File: src/rtl/rv_pkg.sv
// rv_pkg: shared rv32i fetch constants and pc_unit FSM state encoding.
package rv_pkg;
    localparam int XLEN_DEF = 32;
    localparam int INC_RV32 = 4;
    localparam logic [31:0] RESET_VEC_DEF = 32'h0000_0000;
    localparam logic [1:0] ST_BOOT = 2'd0;
    localparam logic [1:0] ST_RUN  = 2'd1;
    localparam logic [1:0] ST_TRAP = 2'd2;
endpackage

File: src/rtl/pc_unit_if.sv
// pc_unit_if: redirect, stall and imem fetch handshake bundle around the PC.
interface pc_unit_if #(parameter int XLEN = 32, parameter int CNT_W = 32);
    logic             stall;
    logic             redirect_valid;
    logic [XLEN-1:0]  redirect_target;
    logic             fetch_ready;
    logic [XLEN-1:0]  pc;
    logic [XLEN-1:0]  pc_plus_inc;
    logic             pc_valid;
    logic             trap;
    logic [XLEN-1:0]  trap_addr;
    logic [CNT_W-1:0] fetch_count;
    modport master (
        input  stall, redirect_valid, redirect_target, fetch_ready,
        output pc, pc_plus_inc, pc_valid, trap, trap_addr, fetch_count
    );
    modport slave (
        output stall, redirect_valid, redirect_target, fetch_ready,
        input  pc, pc_plus_inc, pc_valid, trap, trap_addr, fetch_count
    );
endinterface

File: src/rtl/pc_redirect_buf.sv
// pc_redirect_buf: parks a redirect that arrives while imem holds the current fetch.
module pc_redirect_buf #(parameter int XLEN = 32) (
    input  logic            clk,
    input  logic            rst_n,
    input  logic            set_i,
    input  logic            clr_i,
    input  logic [XLEN-1:0] tgt_i,
    output logic            pend_o,
    output logic [XLEN-1:0] tgt_o
);
    logic            pend_q;
    logic [XLEN-1:0] tgt_q;
    always_ff @(posedge clk or negedge rst_n) begin
        if (!rst_n) begin
            pend_q <= 1'b0;
            tgt_q  <= '0;
        end else if (set_i) begin
            pend_q <= 1'b1;
            tgt_q  <= tgt_i;
        end else if (clr_i) begin
            pend_q <= 1'b0;
        end
    end
    assign pend_o = pend_q;
    assign tgt_o  = tgt_q;
endmodule

File: src/rtl/pc_unit.sv
// pc_unit: rv32i fetch program counter with stall, buffered redirects,
// misaligned-target trap state and accepted-fetch counter.
module pc_unit import rv_pkg::*; #(
    parameter int               XLEN         = XLEN_DEF,
    parameter logic [XLEN-1:0]  RESET_VECTOR = XLEN'(RESET_VEC_DEF),
    parameter int               INC          = INC_RV32,
    parameter int               CNT_W        = 32
) (
    input  logic        clk,
    input  logic        rst_n,
    pc_unit_if.master   bus
);
    logic [1:0]       state_q, state_d;
    logic [XLEN-1:0]  pc_q, pc_d, trap_addr_q, trap_addr_d, pend_tgt, tgt;
    logic [CNT_W-1:0] cnt_q, cnt_d;
    logic             trap_q, trap_d, pend, valid, hold, req, redir, aligned, take, bad, step;
    pc_redirect_buf #(.XLEN(XLEN)) u_buf (
        .clk    (clk),
        .rst_n  (rst_n),
        .set_i  (hold & bus.redirect_valid),
        .clr_i  (redir),
        .tgt_i  (bus.redirect_target),
        .pend_o (pend),
        .tgt_o  (pend_tgt)
    );
    always_comb begin
        valid       = state_q == ST_RUN;
        hold        = valid & ~bus.fetch_ready;
        req         = bus.redirect_valid | pend;
        tgt         = bus.redirect_valid ? bus.redirect_target : pend_tgt;
        aligned     = (tgt & XLEN'(INC - 1)) == '0;
        redir       = ~hold & req;
        take        = redir & aligned;
        bad         = redir & ~aligned;
        step        = ~hold & ~req & ~bus.stall & (state_q == ST_RUN);
        pc_d        = take ? tgt : step ? pc_q + XLEN'(INC) : pc_q;
        state_d     = bad ? ST_TRAP : (take | state_q == ST_BOOT) ? ST_RUN : state_q;
        trap_d      = bad;
        trap_addr_d = bad ? tgt : trap_addr_q;
        cnt_d       = cnt_q + CNT_W'(valid & bus.fetch_ready);
    end
    always_ff @(posedge clk or negedge rst_n) begin
        if (!rst_n) begin
            state_q     <= ST_BOOT;
            pc_q        <= RESET_VECTOR;
            trap_q      <= 1'b0;
            trap_addr_q <= '0;
            cnt_q       <= '0;
        end else begin
            state_q     <= state_d;
            pc_q        <= pc_d;
            trap_q      <= trap_d;
            trap_addr_q <= trap_addr_d;
            cnt_q       <= cnt_d;
        end
    end
    assign bus.pc          = pc_q;
    assign bus.pc_plus_inc = pc_q + XLEN'(INC);
    assign bus.pc_valid    = valid;
    assign bus.trap        = trap_q;
    assign bus.trap_addr   = trap_addr_q;
    assign bus.fetch_count = cnt_q;
endmodule
File: src/flat_wrapper.sv
// flat-port wrapper written by rule: the top's interface ports become plain ports
module pc_unit_flat import rv_pkg::*;
#(
    parameter int               XLEN         = XLEN_DEF,
    parameter logic [XLEN-1:0]  RESET_VECTOR = XLEN'(RESET_VEC_DEF),
    parameter int               INC          = INC_RV32,
    parameter int               CNT_W        = 32
)
  (clk, rst_n, bus_stall, bus_redirect_valid, bus_redirect_target, bus_fetch_ready, bus_pc, bus_pc_plus_inc, bus_pc_valid, bus_trap, bus_trap_addr, bus_fetch_count);
  pc_unit_if #(.XLEN(XLEN), .CNT_W(CNT_W)) bus_i ();
  input  logic clk;
  input  logic rst_n;
  input wire logic [$bits(bus_i.stall)-1:0] bus_stall;
  input wire logic [$bits(bus_i.redirect_valid)-1:0] bus_redirect_valid;
  input wire logic [$bits(bus_i.redirect_target)-1:0] bus_redirect_target;
  input wire logic [$bits(bus_i.fetch_ready)-1:0] bus_fetch_ready;
  output wire logic [$bits(bus_i.pc)-1:0] bus_pc;
  output wire logic [$bits(bus_i.pc_plus_inc)-1:0] bus_pc_plus_inc;
  output wire logic [$bits(bus_i.pc_valid)-1:0] bus_pc_valid;
  output wire logic [$bits(bus_i.trap)-1:0] bus_trap;
  output wire logic [$bits(bus_i.trap_addr)-1:0] bus_trap_addr;
  output wire logic [$bits(bus_i.fetch_count)-1:0] bus_fetch_count;
  assign bus_i.stall = bus_stall;
  assign bus_i.redirect_valid = bus_redirect_valid;
  assign bus_i.redirect_target = bus_redirect_target;
  assign bus_i.fetch_ready = bus_fetch_ready;
  assign bus_pc = bus_i.pc;
  assign bus_pc_plus_inc = bus_i.pc_plus_inc;
  assign bus_pc_valid = bus_i.pc_valid;
  assign bus_trap = bus_i.trap;
  assign bus_trap_addr = bus_i.trap_addr;
  assign bus_fetch_count = bus_i.fetch_count;
  pc_unit #(.XLEN(XLEN), .RESET_VECTOR(RESET_VECTOR), .INC(INC), .CNT_W(CNT_W)) u_core (.clk(clk), .rst_n(rst_n), .bus(bus_i));
endmodule
File: config.mk
export PLATFORM = sky130hd
export DESIGN_NAME = pc_unit_flat
export DESIGN_NICKNAME = d
export VERILOG_FILES = /design/src/rtl/rv_pkg.sv /design/src/rtl/pc_unit_if.sv /design/src/rtl/pc_redirect_buf.sv /design/src/rtl/pc_unit.sv /design/src/flat_wrapper.sv
export SDC_FILE = /design/constraint.sdc
export NUM_CORES = 1
export LEC_CHECK = 0
export ABC_AREA = 0
export BUFFER_PORTS_ARGS = -buffer_cell sky130_fd_sc_hd__buf_2
export CORE_MARGIN = 5
export CORE_UTILIZATION = 44
export DETAILED_ROUTE_END_ITERATION = 6
export PLACE_DENSITY = 0.78
export SLEW_MARGIN = 20
export SYNTH_ARGS = -nofsm -noshare
export SYNTH_HDL_FRONTEND = slang
export SYNTH_HIERARCHICAL = 1
export SYNTH_SLANG_ARGS = --single-unit
File: constraint.sdc
create_clock -name clk -period 3 [get_ports clk]
set_clock_uncertainty 0.15 [all_clocks]
set_input_delay 0.45 -clock clk [delete_from_list [all_inputs] [get_ports clk]]
set_output_delay 0.45 -clock clk [all_outputs]
set_load 0.05 [all_outputs]
* Word level (Yosys, flattened, before mapping)
Index checks and enable logic that the tools add are counted.
** Storage, ports and cells
- Bits in registers :: 132
- Bits in latches :: 0
- Bits in writable memories :: 0
- ROM bits :: 0
- Bits of input ports :: 37
- Output and inout bits :: 130
- Logic and storage cells :: 38
- Memories kept :: 0
** Cells by class
- $add $sub $neg :: 2
- $mul :: 0
- Divide/modulo/power cells :: 0
- Order comparisons :: 0
- Eq/ne operators :: 1
- Shift operators :: 0
- Muxes and demuxes :: 7
- Bitwise operators :: 16
- Reduce and logical (&&, ||, !) cells :: 5
** Operators with widths (number)
- two-way mux 32 bit :: 3
- adder 32 x 3 -> 32 bit (second input constant) :: 1
- adder 32 bit :: 1
- zero test 32 bit :: 1
- bitwise AND 1 bit :: 9
- nonzero test 2 bit :: 3
- inverter 1 bit :: 5
- two-way mux 2 bit :: 2
- equality test 2 x 1 -> 1 bit (second input constant) :: 1
- zero test 2 bit :: 1
- two-way mux 1 bit :: 2
- bitwise OR 1 bit :: 2

* Depth between registers and ports, before layout
- Depth in word-level cells :: 8
- Depth in mapped cells :: 9
- Gate-level depth less buffers :: 9

* Cells and area by module
The synthesis kept the hierarchy.
** Modules (own cells, without submodules)
- pc_unit :: times used 1, cells each 535, area an instance 5202.5 um^2, seq. area each 2477.4 um^2
- pc_redirect_buf :: times used 1, cells each 71, area an instance 1377.6 um^2, seq. area each 825.8 um^2

* Worst setup path before layout
OpenSTA, ideal clock, no wires.
- Path kind :: register to register
- Start point :: reg u_core.state_q[1]
- End point :: reg u_core.cnt_q[28] (netlist: u_core/bus.fetch_count[28])
- Arrival :: 2986 ps
- Path slack :: -278 ps
- Cell stages (with the launch flop) :: 10
- Buffers on the path :: 0
- Clock period less this slack :: 3278 ps
- Cells stage by stage :: dfrtp_1 > nor2b_1 > and2_1 > ha_1 > ha_1 > nand3_1 > or2_2 > or4_1 > nand2b_1 > xnor2_1
** Between the ends
- Longest elaborated chain between the ends :: 3
** RTL lines
- start: declaration :: line pc_unit.sv:13 : logic [1:0] state_q, state_d;
- start signal: assignment :: line pc_unit.sv:50 : state_q <= state_d;
- equality test 2 x 1 -> 1 bit :: line pc_unit.sv:27 : valid = state_q == ST_RUN;
- net bus_pc_valid :: line flat_wrapper.sv:19 : output wire logic [$bits(bus_i.pc_valid)-1:0] bus_pc_valid;
- bitwise AND 1 bit :: line pc_unit.sv:40 : cnt_d = cnt_q + CNT_W'(valid & bus.fetch_ready);
- adder 32 bit :: line pc_unit.sv:40
- net u_core.cnt_d[28] :: line pc_unit.sv:15 : logic [CNT_W-1:0] cnt_q, cnt_d;
- end signal: assignment :: line pc_unit.sv:54 : cnt_q <= cnt_d;
- end: declaration :: line pc_unit.sv:15
The timed path passes the listed nets, and every way through them passes these cells.
A chain may end at the register's enable or synchronous reset.

* Worst setup path in the final report
- Start point :: reg u_core.pc_q[4] (netlist: u_core/bus.pc[4])
- End point :: out bus_pc_plus_inc[21]
** Between the ends
- Longest elaborated chain between the ends :: 1
** RTL lines
- start: declaration :: line pc_unit.sv:14 : logic [XLEN-1:0] pc_q, pc_d, trap_addr_q, trap_addr_d, pend_tgt, tgt;
- start signal: assignment :: line pc_unit.sv:51 : pc_q <= pc_d;
- adder 32 x 3 -> 32 bit :: line pc_unit.sv:58 : assign bus.pc_plus_inc = pc_q + XLEN'(INC);
- end: declaration :: line flat_wrapper.sv:18 : output wire logic [$bits(bus_i.pc_plus_inc)-1:0] bus_pc_plus_inc;
No other way between the ends.

==> impl_metrics.py <==
metrics = {
    "outcome": {
        "status": "finished, final reports clean",
    },
    "timing": {
        "post-route-period-util_pct": 97.36,
        "finalHoldViolations": 0,
        "tightestPinTransition_ns": 0.5839,
        "rsz0062_at_grt": "yes",
        "finalMaxSlewViolations": 0,
        "setup_viol": 0,
        "fin_crit_ns": 2.921,
        "hold_ws_ns": 0.1356,
        "setup_ws_ns": 0.07927,
        "slew_headroom_pct": 61.07,
        "fmax_mhz": 342.4,
        "fin_setup_tns_ns": 0,
    },
    "finish": {
        "final_area_sq_um": 8289,
        "antennaDiodeCount": 0,
        "layout_commonest_cell": "buf_2",
        "fill_cells": 1281,
        "area.growth.synth_to_final_pct": 25.97,
        "layout_common_cells": "158 x buf_2, 128 x dfrtp_1, 63 x nor2_1",
        "nNetsFinal": 816,
        "fin_cells": 971,
        "drive_above_1_share_pct": 36.09,
    },
    "setup_path": {
        "critPathRequiredTime_ns": 2.40,
        "rr_endpoint": "u_core/bus.fetch_count[28]$_DFF_PN0_",
        "arrival_ns": 2.32,
        "rr_worst_depth": 9,
        "end_kind": "output pin",
        "startpoint_type": "flip-flop",
        "cp-startpoint": "u_core/bus.pc[4]$_DFFE_PN0P_",
        "r2r_start": "u_core/state_q[1]$_DFFE_PN0P_",
        "path_class": "reg2out",
        "path_max_fanout": 7,
        "ff2ff_setup_slack_ns": 0.34,
    },
    "synth": {
        "synth_cell_type_count": 49,
        "netlist_area_sq_um": 6580,
        "synth_mux_area_share_pct": 12.00,
        "synth_flop_cell": "dfrtp_1",
        "synth-edff-count": 0,
        "synth_compound_gate_area_share_pct": 8.842,
        "synth_top_family_by_area": "simple AND/OR/NAND/NOR gates",
        "yosysWarnings": 6,
        "syn_avg_cell_area_sq_um": 10.86,
        "synthSimpleGateAreaFrac_pct": 16.43,
        "syn_nets": 646,
        "synth_xor_xnor_area_share_pct": 7.720,
        "yosysSeqAreaShare_pct": 50.20,
        "async_reset_ff_share_pct": 100.0,
        "synth_seq_cells": 132,
        "synth_fa_ha_area_share_pct": 0.5705,
        "syn_inst": 606,
    },
    "min_path": {
        "min_to": "u_core/u_buf/tgt_o[16]$_DFFE_PN0P_",
        "min_path_type": "in2reg",
        "hold_depth": 2,
        "hold_start": "bus_redirect_target[16]",
    },
    "global_routing": {
        "grt_pass1_wl_um": 27960,
        "antenna_found_initial": 0,
        "grt-ovfl-total": 0,
        "grt_pass1_vias": 5316,
        "track_usage_pct": 19.54,
        "grt_max_degree": 54,
    },
    "pwr": {
        "peakVddDrop_uv": 911.8,
        "p_per_area_nw_per_um2": 1195,
        "internal_power_w": 0.005043,
        "comb_power_share_pct": 49.1,
        "switching_power_w": 0.004861,
        "p_seq_share_pct": 31.5,
        "switching_share_pct": 49.08,
        "clkPwrFrac_pct": 19.4,
        "power_leakage_nw": 4.104,
    },
    "route": {
        "vias": 5274,
        "drc_errors": 0,
        "dr.pass1.iters": 4,
        "wl_per_cell_um": 17.63,
        "drt_iter0_markers": 322,
        "detail_route.wirelength_um": 17110,
        "vias_per_cell": 5.432,
        "postRouteAntennaNets": 0,
    },
    "placed_design": {
        "dp_slack_ns": 0.3357,
        "portBuffers": 166,
        "place.gp.congestion": 0.8444,
        "hpwl_um": 12460,
        "placed_cells": 940,
        "place_area_sq_um": 7681,
    },
    "clocking": {
        "cts_tree": "done",
        "postCtsSetupRepairBufs": 0,
        "cts-root-buf": "clkbuf_16",
        "cts.sinks": 132,
        "cts_buffers": 17,
        "cts_max_level": 4,
        "cts.path.max_buffers": 2,
        "clkSlewWorstSetupHoldPaths_ns": 0.06,
        "clock_latency_ns": 0.41,
    },
    "floorplanning": {
        "core_area_sq_um": 14590,
        "die_area_sq_um": 17500,
        "rows": 44,
        "io_pins": 167,
        "dieWidth_um": 132.3,
        "die_h_um": 132.3,
        "start_util_pct": 45.10,
    },
    "flow_run": {
        "max_cap_viol_count": 0,
    },
}
-- worst max path at each step --
stage                                           endpoint
finish                               bus_pc_plus_inc[21]
global route                         bus_pc_plus_inc[27]
CTS                                  bus_pc_plus_inc[24]
detailed placement  u_core/bus.fetch_count[28]$_DFF_PN0_
global placement    u_core/bus.fetch_count[30]$_DFF_PN0_
floorplan                            bus_pc_plus_inc[17]
-- cells in the mapped netlist (2+ instances only) --
cell type / instances / area share [%]
dfrtp_1: 132 / 50
nor2_1: 64 / 3.7
nand3_1: 43 / 3.3
xnor2_1: 41 / 5.5
a21oi_1: 39 / 3.0
nand2_1: 35 / 2.0
mux2i_1: 32 / 4.9
mux2_4: 29 / 6.6
clkbuf_1: 20 / 1.1
xor2_1: 17 / 2.3
and3_1: 14 / 1.3
nand4_1: 14 / 1.3
o32a_1: 13 / 2.0
o21ai_0: 11 / 0.84
and2_1: 10 / 0.95
inv_1: 10 / 0.57
nor3_1: 6 / 0.46
o21ai_1: 6 / 0.46
a221o_1: 5 / 0.76
buf_2: 5 / 0.38
buf_6: 5 / 0.86
o211ai_1: 4 / 0.46
or4_1: 4 / 0.46
a31oi_1: 3 / 0.29
buf_12: 3 / 0.91
ha_1: 3 / 0.57
mux2_2: 3 / 0.51
nor4_1: 3 / 0.29
or2_2: 3 / 0.29
or3_1: 3 / 0.29
a211o_1: 2 / 0.27
a21o_1: 2 / 0.23
buf_4: 2 / 0.23
clkbuf_2: 2 / 0.15
nand2b_1: 2 / 0.19
o221ai_1: 2 / 0.27
o22ai_1: 2 / 0.19
-- layout make-up --
| class | instances | area [sq um] | area share [%] |
|---|---|---|---|
| Inverter | 10 | 37.54 | 0.4528 |
| Sequential cell | 132 | 3308 | 39.91 |
| Tap cell | 184 | 230.2 | 2.777 |
| Multi-Input combinational cell | 427 | 3136 | 37.83 |
| Clock buffer | 21 | 470.5 | 5.675 |
| Clock inverter | 9 | 81.33 | 0.9811 |
| Timing Repair Buffer | 188 | 1026 | 12.38 |
-- state kept, by name, indices dropped and copies added, names as in the netlist --
register,count
u_core/bus.trap,1
u_core/bus.pc,32
u_core/bus.fetch_count,32
u_core/u_buf/tgt_o,32
u_core/state_q,2
u_core/u_buf/pend_o,1
u_core/bus.trap_addr,32
-- power groups by stage --
stage	Clock (W)	Combinational (W)	Sequential, W
6_report	0.00192	0.00486	0.00312
3_3_place_gp	0	0.00480	0.00309
3_5_place_dp	0	0.00485	0.00312
5_1_grt	0.00204	0.00513	0.00323
2_1_floorplan	0	0.00230	0.00450
4_1_cts	0.00196	0.00487	0.00311
-- logic make-up after synthesis --
group                      after synthesis
AOI/OAI and AO/OA                       90
and+or+nand+nor                        212
xor gates and xnor gates                58
adders and majority gates                3
DFF                                    132
buffers and inverters                   47
muxes                                   64
-- repair_timing --
item	4_1_cts	5_1_grt
hold endpoints to repair	49	0
hold buffers	1	0
resized for setup	0	18
setup endpoints to repair	0	17
-- metal layers --
layer	vias up	track usage, %	part of all wire [%]
met5	-	0	0
met4	0	5.656	1.7
met2	207	29.93	46
met1	2567	25.77	43
li1	2472	-	-
met3	28	7.786	9.3
-- critical path: stages, from the launching register on --
cell and delay [ns]:
dfrtp_1 0.46, nand3_1 0.31, nor2_2 0.28, buf_4 0.18
nand4_1 0.22, xnor2_2 0.19, buf_2 0.28
-- per-stage QoR --
step	power [W]	utilization (%)
global route	0.01040	56.82
detailed placement	0.007968	52.65
finish	0.009904	56.82
floorplan	0.006805	-
CTS	0.009937	56.50
global placement	0.007888	52.65
No activity file was read; power rests on OpenSTA's default activity.
